**src/rtl/adder_pkg.sv**
```systemverilog
// Shared types and helpers for the iterative add/subtract unit.
package adder_pkg;

   // Sequencer states of the iterative adder.
   typedef enum logic [1:0] {
      StIdle = 2'd0,
      StBusy = 2'd1,
      StDone = 2'd2
   } state_t;

   // Counter width for n slices; never narrower than one bit.
   function automatic int unsigned cnt_width(input int unsigned n);
      return (n <= 1) ? 1 : $clog2(n);
   endfunction

endpackage

```
**src/rtl/adder_chunk.sv**
```systemverilog
// One CHUNK-bit ripple slice: {cout, sum} = a + b + cin.
module adder_chunk #(
   parameter int unsigned CHUNK = 4
) (
   input  logic             cin,
   input  logic [CHUNK-1:0] a,
   input  logic [CHUNK-1:0] b,
   output logic             cout,
   output logic [CHUNK-1:0] sum
);

   // Slice sum is CHUNK+1 bits wide so the carry falls out of the top bit.
   assign {cout, sum} = {1'b0, a} + {1'b0, b} + {{CHUNK{1'b0}}, cin};

endmodule

```
**src/rtl/adder_iter.sv**
```systemverilog
// Iterative add/subtract: one CHUNK-bit slice per clock, LSB slice first,
// with valid/ready handshakes on request and result sides.
module adder_iter
   import adder_pkg::*;
#(
   parameter int unsigned WIDTH = 32,
   parameter int unsigned CHUNK = 4
) (
   input  logic             clk,
   input  logic             rst,
   input  logic             in_valid,
   output logic             in_ready,
   input  logic             sub,
   input  logic             cin,
   input  logic [WIDTH-1:0] a,
   input  logic [WIDTH-1:0] b,
   output logic             out_valid,
   input  logic             out_ready,
   output logic [WIDTH-1:0] out,
   output logic             carry,
   output logic             overflow,
   output logic             zero
);

   localparam int unsigned NCHUNK = WIDTH / CHUNK;
   localparam int unsigned CNT_W  = cnt_width(NCHUNK);
   localparam logic [CNT_W-1:0] LAST_IDX = CNT_W'(NCHUNK - 1);

   state_t             r_state;
   logic [WIDTH-1:0]   r_a;
   logic [WIDTH-1:0]   r_b;       // already inverted for subtract
   logic               r_c;       // running carry between slices
   logic [CNT_W-1:0]   r_idx;
   logic [WIDTH-1:0]   r_out;
   logic               r_carry;
   logic               r_overflow;
   logic               r_zero;

   logic [CHUNK-1:0]   w_a_slice;
   logic [CHUNK-1:0]   w_b_slice;
   logic [CHUNK-1:0]   w_sum;
   logic               w_cout;
   logic [WIDTH-1:0]   w_new_out;

   // Select the operand slice addressed by the counter and merge its sum into the result.
   always_comb begin
      w_a_slice = r_a[r_idx*CHUNK +: CHUNK];
      w_b_slice = r_b[r_idx*CHUNK +: CHUNK];
      w_new_out = r_out;
      w_new_out[r_idx*CHUNK +: CHUNK] = w_sum;
   end

   adder_chunk #(
      .CHUNK (CHUNK)
   ) u_chunk (
      .cin  (r_c),
      .a    (w_a_slice),
      .b    (w_b_slice),
      .cout (w_cout),
      .sum  (w_sum)
   );

   // Sequencer: accept, ripple one slice per cycle, hold result until taken.
   always_ff @(posedge clk or posedge rst) begin
      if (rst) begin
         r_state    <= StIdle;
         r_a        <= '0;
         r_b        <= '0;
         r_c        <= 1'b0;
         r_idx      <= '0;
         r_out      <= '0;
         r_carry    <= 1'b0;
         r_overflow <= 1'b0;
         r_zero     <= 1'b0;
      end else begin
         case (r_state)
            StIdle: begin
               if (in_valid) begin
                  r_a     <= a;
                  // a - b - cin == a + ~b + (1 - cin)
                  r_b     <= sub ? ~b : b;
                  r_c     <= cin ^ sub;
                  r_idx   <= '0;
                  r_state <= StBusy;
               end
            end
            StBusy: begin
               r_out <= w_new_out;
               r_c   <= w_cout;
               if (r_idx == LAST_IDX) begin
                  r_carry    <= w_cout;
                  r_overflow <= (r_a[WIDTH-1] == r_b[WIDTH-1]) &&
                                (w_sum[CHUNK-1] != r_a[WIDTH-1]);
                  r_zero     <= (w_new_out == '0);
                  r_idx      <= '0;
                  r_state    <= StDone;
               end else begin
                  r_idx <= r_idx + 1'b1;
               end
            end
            StDone: begin
               if (out_ready) begin
                  r_state <= StIdle;
               end
            end
            default: r_state <= StIdle;
         endcase
      end
   end

   assign in_ready  = (r_state == StIdle) && !rst;
   assign out_valid = (r_state == StDone);
   assign out       = r_out;
   assign carry     = r_carry;
   assign overflow  = r_overflow;
   assign zero      = r_zero;

endmodule
```
**config.mk**
```make
export PLATFORM = sky130hd
export DESIGN_NAME = adder_iter
export DESIGN_NICKNAME = d
export VERILOG_FILES = /design/src/rtl/adder_pkg.sv /design/src/rtl/adder_chunk.sv /design/src/rtl/adder_iter.sv
export SDC_FILE = /design/constraint.sdc
export NUM_CORES = 1
export LEC_CHECK = 0
export BUFFER_PORTS_ARGS = -buffer_cell sky130_fd_sc_hd__buf_2
export CORE_ASPECT_RATIO = 0.5
export CORE_MARGIN = 2
export CORE_UTILIZATION = 30
export CTS_BUF_LIST = sky130_fd_sc_hd__clkbuf_16
export CTS_CLUSTER_DIAMETER = 30
export DETAILED_ROUTE_END_ITERATION = 8
export SLEW_MARGIN = 20
export SYNTH_ARGS = -nofsm -noshare
export SYNTH_HDL_FRONTEND = slang
export SYNTH_SLANG_ARGS = --single-unit
```
**constraint.sdc**
```tcl
create_clock -name clk -period 5.14 [get_ports clk]
set_input_delay 0.514 -clock clk [delete_from_list [all_inputs] [get_ports clk]]
set_output_delay 0.514 -clock clk [all_outputs]
set_load 0.05 [all_outputs]
```
==> key figures, run 1 <==
Outcome
  • Status: finished, final reports clean

Route
  • WL final: roughly 14 mm
  • DRC viols: 0
  • ANT nets after route: 0
  • Initial DRT Pass Iterations: 5
  • Initial DRC count: 348
  • Wirelength per Cell: about 16 um
  • Via count: around 4,300
  • Vias per cell: 4.85

GRT
  • Initial antenna violation count: 0
  • Largest net degree at the start of global routing: 64
  • Vias in the first global route: 4,339
  • All-layer global routing usage: 14.9%
  • Remaining global-route overflow: 0
  • First-pass GRT wire length: 22.9 mm

Synthesis
  • Netlist cell types: 52
  • Predominant post-synthesis flop cell: dfrtp_1
  • Yosys reg bits: 105
  • EDFF count, synth: 0
  • Seq/Total Area, Yosys: 48.1%
  • Post-Syn Instances: 565
  • FFs w/ async S/R, synth: 100%
  • Mean Syn Cell Area: 9.68 um2
  • Syn nets: 647
  • Synthesized area: about 5500 um2
  • Synth warn: 0

Setup path
  • Type of origin of the critical path: flop
  • CP Capture Type: flop
  • Crit Path Class: reg2reg
  • Peak fanout along the critical path: 15
  • CP Data Required Time: 5.39 ns
  • Critical path arrival: 4.32 ns
  • Reg2reg setup slack: 1.07 ns

Placed design
  • DPL Wire Length: 10.4 mm
  • Cell count after placement: between 800 and 900
  • Post-DP Area: 6200 um2
  • # port buffers: 106
  • Routability congestion estimate: 0.865

Final layout
  • Final nets: 736
  • Area growth, synth to finish: 18.6%
  • Final cell count without fillers: approximately 890
  • Share of layout cells above drive strength 1: 25.6%
  • Final instance area: 6480 um2
  • ANT cells: 0

Clock network
  • CTS root buffer: clkbuf_16
  • CTS Sinks: between 100 and 150
  • Num CTS Buffers: 9
  • Post-CTS Resized: 0
  • CTS tree: built
  • Clock buffer depth: 2
  • Cts hold-fix bufs: 0
  • Post-CTS setup buffer count: 0
  • H-Tree Level Count: 3
  • Clock slew at reported path FFs: 0.07 ns
  • Clock Latency Late Sink: 0.35 ns

Floorplanning
  • Die area: 19,400 um2
  • Die height: 99.5 um
  • Ports: 107
  • Core Rows: 34
  • Initial Util: 31.0%
  • Die W: a little under 200 um
  • Core ar.: around 18,000 um2

STA
  • Actual slew at the worst max-slew pin: between 0.8 and 0.9 ns
  • Fin crit period: 4.07 ns
  • Slew headroom: 42.3%
  • Fmax: 246 MHz
  • Final hold violations: 0
  • Final setup fails: 0
  • Final setup skew: ~0.012 ns
  • Final-report max-slew violation count: 0
  • RSZ-0062 raised after global routing: no
  • WHS: about 0.31 ns
  • TNS Setup: 0 ns
  • Final Cycle Share: 79.2%

Pwr
  • Max IR drop VDD: 0.000440 V
  • PD cells: 732 nW/um2
  • Static Leak: between 0.003 and 0.004 uW

Job
  • Max-cap violations: 0

Hold path
  • Hold crit path type: in2async
==> routing by layer <==
| layer | share of wire [%] | GRT usage [%] | vias to the layer above |
|---|---|---|---|
| met5 | 0 | 0 | - |
| met3 | 4.7 | 3.76 | 14 |
| met4 | 1.3 | 3.76 | 0 |
| met1 | 48 | 20.4 | 2107 |
| li1 | - | - | 2105 |
| met2 | 46 | 23.8 | 108 |
==> stage by stage <==
stage	setup slack (ns)	util (%)	total power (uW)
finish	1.07	36.8	4750
global route	0.815	36.8	5110
CTS	1.02	36.8	4760
detailed placement	1.06	35.2	4080
global placement	1.14	35.2	4030
floorplan	1.28	-	3330
==> registers in the layout, summed over array words and instances (netlist names) <==
signal,flops
r_a,32
overflow,1
r_c,1
carry,1
r_idx,3
zero,1
r_state,2
r_b,32
out,32
==> critical path, stage by stage, from the launching register on <==
cell,delay [ns]
dfrtp_1,0.88
mux4_2,0.61
nand2_1,0.08
nand2_1,0.08
fa_1,0.41
inv_1,0.08
fa_1,0.23
xor2_2,0.42
nor2_1,0.15
mux2i_1,0.15
o311ai_1,0.10
or4_1,0.55
o31ai_2,0.22
==> final timing paths <==
path,end,depth (start not counted),from
min in group clk,r_a[13]$_DFFE_PP0P_,3,a[13]
max in group asynchronous,r_b[1]$_DFFE_PP0P_,3,rst
setup reg to reg,zero$_DFFE_PP0P_,12,r_idx[0]$_DFFE_PP0P_
hold reg to reg,r_a[7]$_DFFE_PP0P_,2,r_a[7]$_DFFE_PP0P_
hold / removal,r_a[24]$_DFFE_PP0P_,2,rst
setup / recovery,zero$_DFFE_PP0P_,12,r_idx[0]$_DFFE_PP0P_
==> cell usage in the layout (no fill, tap or decap), types with 2 or more instances in the layout <==
cell and n:
nand2_1 176, buf_2 106, dfrtp_1 105, o21ai_0 51, xnor2_1 33, nor2_1 19
mux2_2 19, mux4_2 16, inv_1 11, ha_1 10, clkbuf_16 9, nor3_1 8
o31ai_1 7, nand2b_1 5, a21oi_1 5, nand3_1 5, buf_4 5, o311ai_0 4
o41ai_1 4, or3_1 3, mux2i_1 3, and2_1 3, o22ai_1 3, o211ai_1 3
clkinv_4 3, nand4_1 2, a21o_1 2, nand3b_1 2, and3_1 2, o2111ai_1 2
o32ai_1 2, clkinv_1 2, nor4_1 2, or4_1 2, fa_1 2, inv_8 2
==> kinds of logic after synthesis <==
kind of cell	synth area share (%)
muxes	11.1
and+or+nand+nor	18.4
adders and majority gates	3.02
xor gates and xnor gates	5.74
AOI/OAI and AO/OA	10.3
buffers and inverters	3.39
DFF	48.1
==> synthesized netlist by cell type, drive strengths merged (2+ instances only) <==
cell	number	area, um2
a21o	2	15.0
a21oi	5	25.0
and2	4	25.0
and3	2	12.5
buf	8	42.5
clkbuf	25	93.8
dfrtp	105	2630
fa	2	40.0
ha	10	125
inv	12	45.0
mux2	19	214
mux2i	3	30.0
mux4	16	360
nand2	177	664
nand2b	5	31.3
nand3	6	35.0
nand3b	2	15.0
nand4	2	12.5
nor2	19	71.3
nor3	9	56.3
nor4	2	12.5
o2111ai	2	17.5
o211ai	3	22.5
o21ai	51	255
o22ai	3	18.8
o311ai	5	43.8
o31ai	8	65.1
o32ai	2	17.5
o41ai	4	35.0
or3	3	18.8
or4	2	15.0
xnor2	33	289
xor2	2	25.0
==> layout make-up <==
cell class | count | area, um2
clock buffers | 9 | 225
clock inverters | 7 | 61.3
fillers | 1819 | 11100
inverters | 13 | 51.3
multi-input cells | 414 | 2660
flip-flops and latches | 105 | 2630
well taps | 234 | 293
repair buffers | 111 | 568
==> report_power, final <==
part / switching (uW) / internal, uW
combinational: 1690 / 927
clock: 327 / 339
sequential: 292 / 1170
total: 2310 / 2440
No activity file was read; power rests on OpenSTA's default activity.
==> inputs of run 2 (changes only) <==
Clock period 5.14 ns to 3.9 ns, I/O delays scaled along.
==> run 2 against run 1 <==
Effect of this change: worst setup slack worse by 0.73 ns; first-iteration DRC count is 5.2% lower; sequential cell count stayed put; register-to-register slack worse by 0.73 ns; global-route usage is 0.30 points higher; core utilization is 0.38 points higher; power is 35% higher; sequential power is 27% higher; maximum frequency is 14% higher; via count hardly changed; final area is 1.0% higher; non-clock buffer count is 5 higher; critical path type unchanged; critical endpoint unchanged; largest cell class unchanged.
==> key figures, run 2 (synthesized netlist as in run 1, its figures left out) <==
Placed design
  • Setup WS pre-CTS: 0.179 ns
  • # port buffers: 106
  • Routability congestion estimate: 0.855
  • Post-DP Area: 6230 um2
  • DPL Wire Length: 10.7 mm

STA
  • TNS Setup: 0 ns
  • Final setup skew: 0.0112 ns
  • Final hold violations: 0
  • Final-report max-slew violation count: 0
  • Final setup fails: 0
  • Final WS setup: 0.339 ns
  • Slew headroom: 40.8%
  • Actual slew at the worst max-slew pin: between 0.8 and 0.9 ns
  • RSZ-0062 raised after global routing: no
  • Final Cycle Share: 91.3%
  • Fin crit period: 3.56 ns
  • Fmax: 281 MHz

Outcome
  • Status: finished, final reports clean

Clock network
  • Clock Latency Late Sink: around 0.35 ns
  • Post-CTS setup buffer count: 0
  • H-Tree Level Count: 3
  • Num CTS Buffers: 9
  • Clock slew at reported path FFs: 0.08 ns
  • CTS tree: built
  • Clock buffer depth: 2
  • Cts hold-fix bufs: 0
  • CTS Sinks: between 100 and 150
  • CTS root buffer: clkbuf_16

Setup path
  • CP Capture Type: flop
  • Sequence of cells on the critical path: buf_6 -> mux4_2 -> nand2_1 -> nand2_1 -> fa_1 -> inv_1 -> fa_1 -> xor2_4 -> nor2_1 -> mux2i_1 -> o311ai_1 -> or4_1 -> o31ai_2
  • Reg2reg setup slack: 0.34 ns
  • Type of origin of the critical path: flop
  • Levels on crit path: 13
  • Peak fanout along the critical path: 23
  • Critical path arrival: approximately 3.8 ns
  • R2R depth: 13
  • CP bufs+invs: 2
  • Reg-to-reg critical path endpoint: zero$_DFFE_PP0P_
  • Crit-path max cell delay: 0.56 ns
  • CP delay by family, top: simple AND/OR/NAND/NOR gates
  • Reg2Reg Launch Point: r_idx[0]$_DFFE_PP0P_
  • CP Data Required Time: around 4.2 ns
  • Crit Path Class: reg2reg
  • Slowest-stage cell, CP: or4_1

Floorplanning
  • Initial Util: 31.0%
  • Die W: just under 200 um
  • Die area: 19,400 um2
  • Core ar.: 17,600 um2
  • Ports: 107
  • Core Rows: 34
  • Die height: between 90 and 100 um

Final layout
  • Share of layout cells above drive strength 1: approximately a quarter
  • Filler cells: about 1,800
  • Area growth, synth to finish: 19.8%
  • ANT cells: 0
  • Final instance area: between 6000 and 7000 um2
  • Final nets: 741
  • Most frequent cells in the layout: nand2_1 (176), buf_2 (106), dfrtp_1 (105), o21ai_0 (51), xnor2_1 (33)
  • Multi-input combinational cell area: about 2700 um2
  • FF/Latch Area: 2630 um2
  • Commonest non-fill, non-tap cell in the layout: nand2_1

GRT
  • Largest net degree at the start of global routing: 69
  • Vias in the first global route: 4,449
  • Initial antenna violation count: 0
  • All-layer global routing usage: between 10% and 20%
  • Remaining global-route overflow: 0
  • First-pass GRT wire length: 23.5 mm

Pwr
  • Max IR drop VDD: 0.000422 V
  • PD cells: 977 nW/um2
  • Final Power: 6400 uW
  • Static Leak: 0.00318 uW

Route
  • Initial DRC count: 330
  • Wirelength per Cell: 15.7 um
  • DRC viols: 0
  • ANT nets after route: 0
  • Initial DRT Pass Iterations: 4
  • Via count: 4,335
  • Vias per cell: 4.83
  • WL final: ~14 mm

Job
  • Max-cap violations: 0

Hold path
  • Hold crit path type: in2async
run 2: cell count changes in the layout (fill, tap and decap cells not counted), sizes merged:
cell,delta
clkinv,-1
buf,+5
inv,+1
run 2: final cells by class:
class / instances / area share (%)
Clock buffer: 9 / 3.44
Clock inverter: 7 / 1.07
Inverter: 13 / 0.783
Multi-Input combinational cell: 414 / 40.8
Sequential cell: 105 / 40.1
Tap cell: 234 / 4.47
Timing Repair Buffer: 116 / 9.30
run 2: power by group:
group / internal (uW) / switching [uW]
clock network: 453 / 448
logic: 1310 / 2340
registers: 1550 / 310
run 2: stage by stage:
step | hold slack (ns) | cells | util (%)
after global placement | 0.459 | 882 | 35.4
after floorplan | 0.440 | 565 | -
after CTS | 0.122 | 898 | 37.1
final | 0.109 | 898 | 37.2
after detailed placement | 0.462 | 882 | 35.4
after global routing | 0.144 | 898 | 37.2
run 2: timing repair:
| action | 4_1_cts | 5_1_grt |
|---|---|---|
| endpoints found under the setup margin | 0 | 1 |
| resized for setup | 0 | 2 |
| endpoints found under the hold margin | 0 | 0 |
run 2: per-layer routing:
layer	up-vias	GRT usage, %	routed length, um
li1	2120	-	-
met1	2108	21.3	6880
met2	90	23.3	6340
met3	17	4.37	738
met4	0	3.70	167
met5	-	0	0
run 2: worst max path at each step:
stage | start | to
floorplan | r_idx[1]$_DFFE_PP0P_ | zero$_DFFE_PP0P_
global placement | r_idx[0]$_DFFE_PP0P_ | zero$_DFFE_PP0P_
detailed placement | r_idx[0]$_DFFE_PP0P_ | zero$_DFFE_PP0P_
CTS | r_idx[0]$_DFFE_PP0P_ | zero$_DFFE_PP0P_
global route | r_idx[0]$_DFFE_PP0P_ | zero$_DFFE_PP0P_
finish | r_idx[0]$_DFFE_PP0P_ | zero$_DFFE_PP0P_
==> inputs of run 3 (changes only) <==
Settings changed: PLACE_DENSITY from default to 0.51.
==> run 3 against run 2 <==
Effect of this change: worst hold slack better by 0.099 ns; global-route usage is 1.1 points higher; non-clock buffer count is 1 higher; core utilization is 0.071 points lower; sequential power hardly changed; routed wire length is 5.2% higher; clock power is 2% lower.
==> key figures, run 3 (synthesized netlist as in run 1, its figures left out) <==
Floorplanning
  • Die height: 99.5 um
  • Core Rows: 34
  • Core ar.: 17,600 um2
  • Ports: between 100 and 150
  • Die W: approximately 200 um
  • Die area: 19,400 um2
  • Initial Util: a little under a third

Placed design
  • Routability congestion estimate: 0.814
  • DPL Wire Length: 11.0 mm
  • Post-DP Area: roughly 6200 um2
  • # port buffers: 106

Clock network
  • CTS tree: built
  • CTS Sinks: roughly 110
  • Clock slew at reported path FFs: around 0.080 ns
  • Clock buffer depth: 2
  • Num CTS Buffers: 9
  • Clock Latency Late Sink: 0.36 ns
  • Cts hold-fix bufs: 0
  • CTS root buffer: clkbuf_16
  • H-Tree Level Count: 3

Final layout
  • Final nets: 742
  • Share of layout cells above drive strength 1: 26.3%
  • Most frequent cells in the layout: nand2_1 (176), buf_2 (106), dfrtp_1 (104), o21ai_0 (51), xnor2_1 (33)
  • Filler cells: about 1,800
  • Multi-input combinational cell area: approximately 2700 um2
  • ANT cells: 0
  • Final instance area: 6540 um2
  • Commonest non-fill, non-tap cell in the layout: nand2_1
  • FF/Latch Area: 2630 um2
  • Area growth, synth to finish: 19.6%

STA
  • Final hold violations: 0
  • RSZ-0062 raised after global routing: no
  • Fin crit period: 3.55 ns
  • Fmax: ~280 MHz
  • Slew headroom: 37.2%
  • Final setup skew: between 0.01 and 0.015 ns
  • Actual slew at the worst max-slew pin: around 0.94 ns
  • Final setup fails: 0
  • Final-report max-slew violation count: 0
  • Final Cycle Share: 91.0%
  • TNS Setup: 0 ns

Setup path
  • Reg2Reg Launch Point: r_idx[0]$_DFFE_PP0P_
  • Type of origin of the critical path: flop
  • CP startpoint: r_idx[0]$_DFFE_PP0P_
  • Slowest-stage cell, CP: or4_1
  • Reg-to-reg critical path endpoint: zero$_DFFE_PP0P_
  • Crit Path Class: reg2reg
  • Reg2reg setup slack: 0.35 ns
  • Sequence of cells on the critical path: mux4_2 -> nand2_1 -> nand2_1 -> fa_1 -> inv_1 -> fa_1 -> xor2_4 -> nor2_1 -> mux2i_1 -> o311ai_1 -> or4_1 -> o31ai_2
  • Crit-path max cell delay: 0.55 ns
  • CP Data Required Time: around 4.2 ns
  • Setup crit end: zero$_DFFE_PP0P_
  • Critical path arrival: 3.81 ns
  • Peak fanout along the critical path: 9
  • CP Capture Type: flop
  • R2R depth: 12

Hold path
  • WHS Path Cells: 2
  • Min-delay src: out_ready
  • Hold crit path type: in2reg

Route
  • WL final: between 10 and 15 mm
  • Vias per cell: around 4.8
  • ANT nets after route: 0
  • DRC viols: 0
  • Via count: 4,336
  • Initial DRT Pass Iterations: 4
  • Initial DRC count: about 210
  • Wirelength per Cell: 16.5 um

Pwr
  • Clock Power Share: 13.7%
  • Psw: 3170 uW
  • PD cells: 989 nW/um2
  • Static Leak: ~0.0032 uW
  • Internal: around 3300 uW
  • Max IR drop VDD: 0.000555 V
  • Sequential fraction of design power: 29.2%
  • Comb pwr share: around 57%
  • Sw frac: 49.0%

GRT
  • All-layer global routing usage: 16.3%
  • Initial antenna violation count: 0
  • First-pass GRT wire length: ~25 mm
  • Largest net degree at the start of global routing: 76
  • Vias in the first global route: 4,493
  • Remaining global-route overflow: 0

Outcome
  • Status: finished, final reports clean

Job
  • Max-cap violations: 0
-- run 3: changes by cell type in the layout (fill, tap and decap cells not counted) --
cell,previous run,this run
clkinv_1,1,3
clkinv_2,1,0
dfrtp_2,0,1
clkinv_8,1,0
inv_8,2,1
buf_4,9,11
clkinvlp_4,0,1
buf_6,1,0
dfrtp_1,105,104
-- run 3: power groups by stage --
stage,Combinational (uW),Clock (uW),Sequential (uW)
after floorplan,2210,0,2190
after CTS,3650,905,1900
after global placement,3620,0,1920
after detailed placement,3640,0,1910
after global routing,4110,949,1960
final,3690,883,1890
-- run 3: what timing repair did --
action / in CTS / in global routing
endpoints found under the setup margin: 0 / 1
setup buffers: 0 / 0
gates resized for setup: 0 / 2
-- run 3: critical path, delay by kind of cell (launching register included) --
family / cells / cell delay (ns)
buffers and inverters: 1 / 0.08
flip-flops: 1 / 0.52
XOR/XNOR: 1 / 0.33
AO/OA/AOI/OAI: 2 / 0.32
adder cells (fa/ha/maj): 2 / 0.69
AND/OR/NAND/NOR: 4 / 0.84
multiplexers: 2 / 0.67
-- run 3: cell type report --
class / instances / share of cell area (%)
timing repair buffer: 117 / 9.38
inverter: 13 / 0.785
tap: 234 / 4.48
clock buffer: 9 / 3.44
sequential: 105 / 40.2
multi-input combinational: 414 / 40.9
clock inverter: 7 / 0.804
-- run 3: worst min-delay path by stage --
stage | to | slack [ns]
after floorplan | r_a[10]$_DFFE_PP0P_ | 0.44
after global placement | r_a[21]$_DFFE_PP0P_ | 0.46
after detailed placement | r_a[16]$_DFFE_PP0P_ | 0.46
after CTS | r_state[1]$_DFFE_PP0P_ | 0.20
after global routing | r_state[1]$_DFFE_PP0P_ | 0.21
final | r_state[1]$_DFFE_PP0P_ | 0.21
-- run 3: routing by layer --
layer	global-route usage (%)	part of all wire, %	vias up
li1	-	-	2121
met1	24.1	52	2141
met2	25.1	44	68
met3	3.29	2.9	6
met4	2.70	0.63	0
met5	0	0	-
-- run 3: metrics by stage --
step | cells | setup slack, ns | power, uW | hold WS (ns) | utilization [%]
floorplan | 565 | 0.0426 | 4400 | 0.440 | -
global placement | 883 | 0.152 | 5540 | 0.456 | 35.4
detailed placement | 883 | 0.107 | 5560 | 0.462 | 35.4
CTS | 899 | 0.0749 | 6450 | 0.204 | 37.0
global route | 899 | 0.0742 | 7020 | 0.212 | 37.1
finish | 899 | 0.353 | 6470 | 0.208 | 37.1
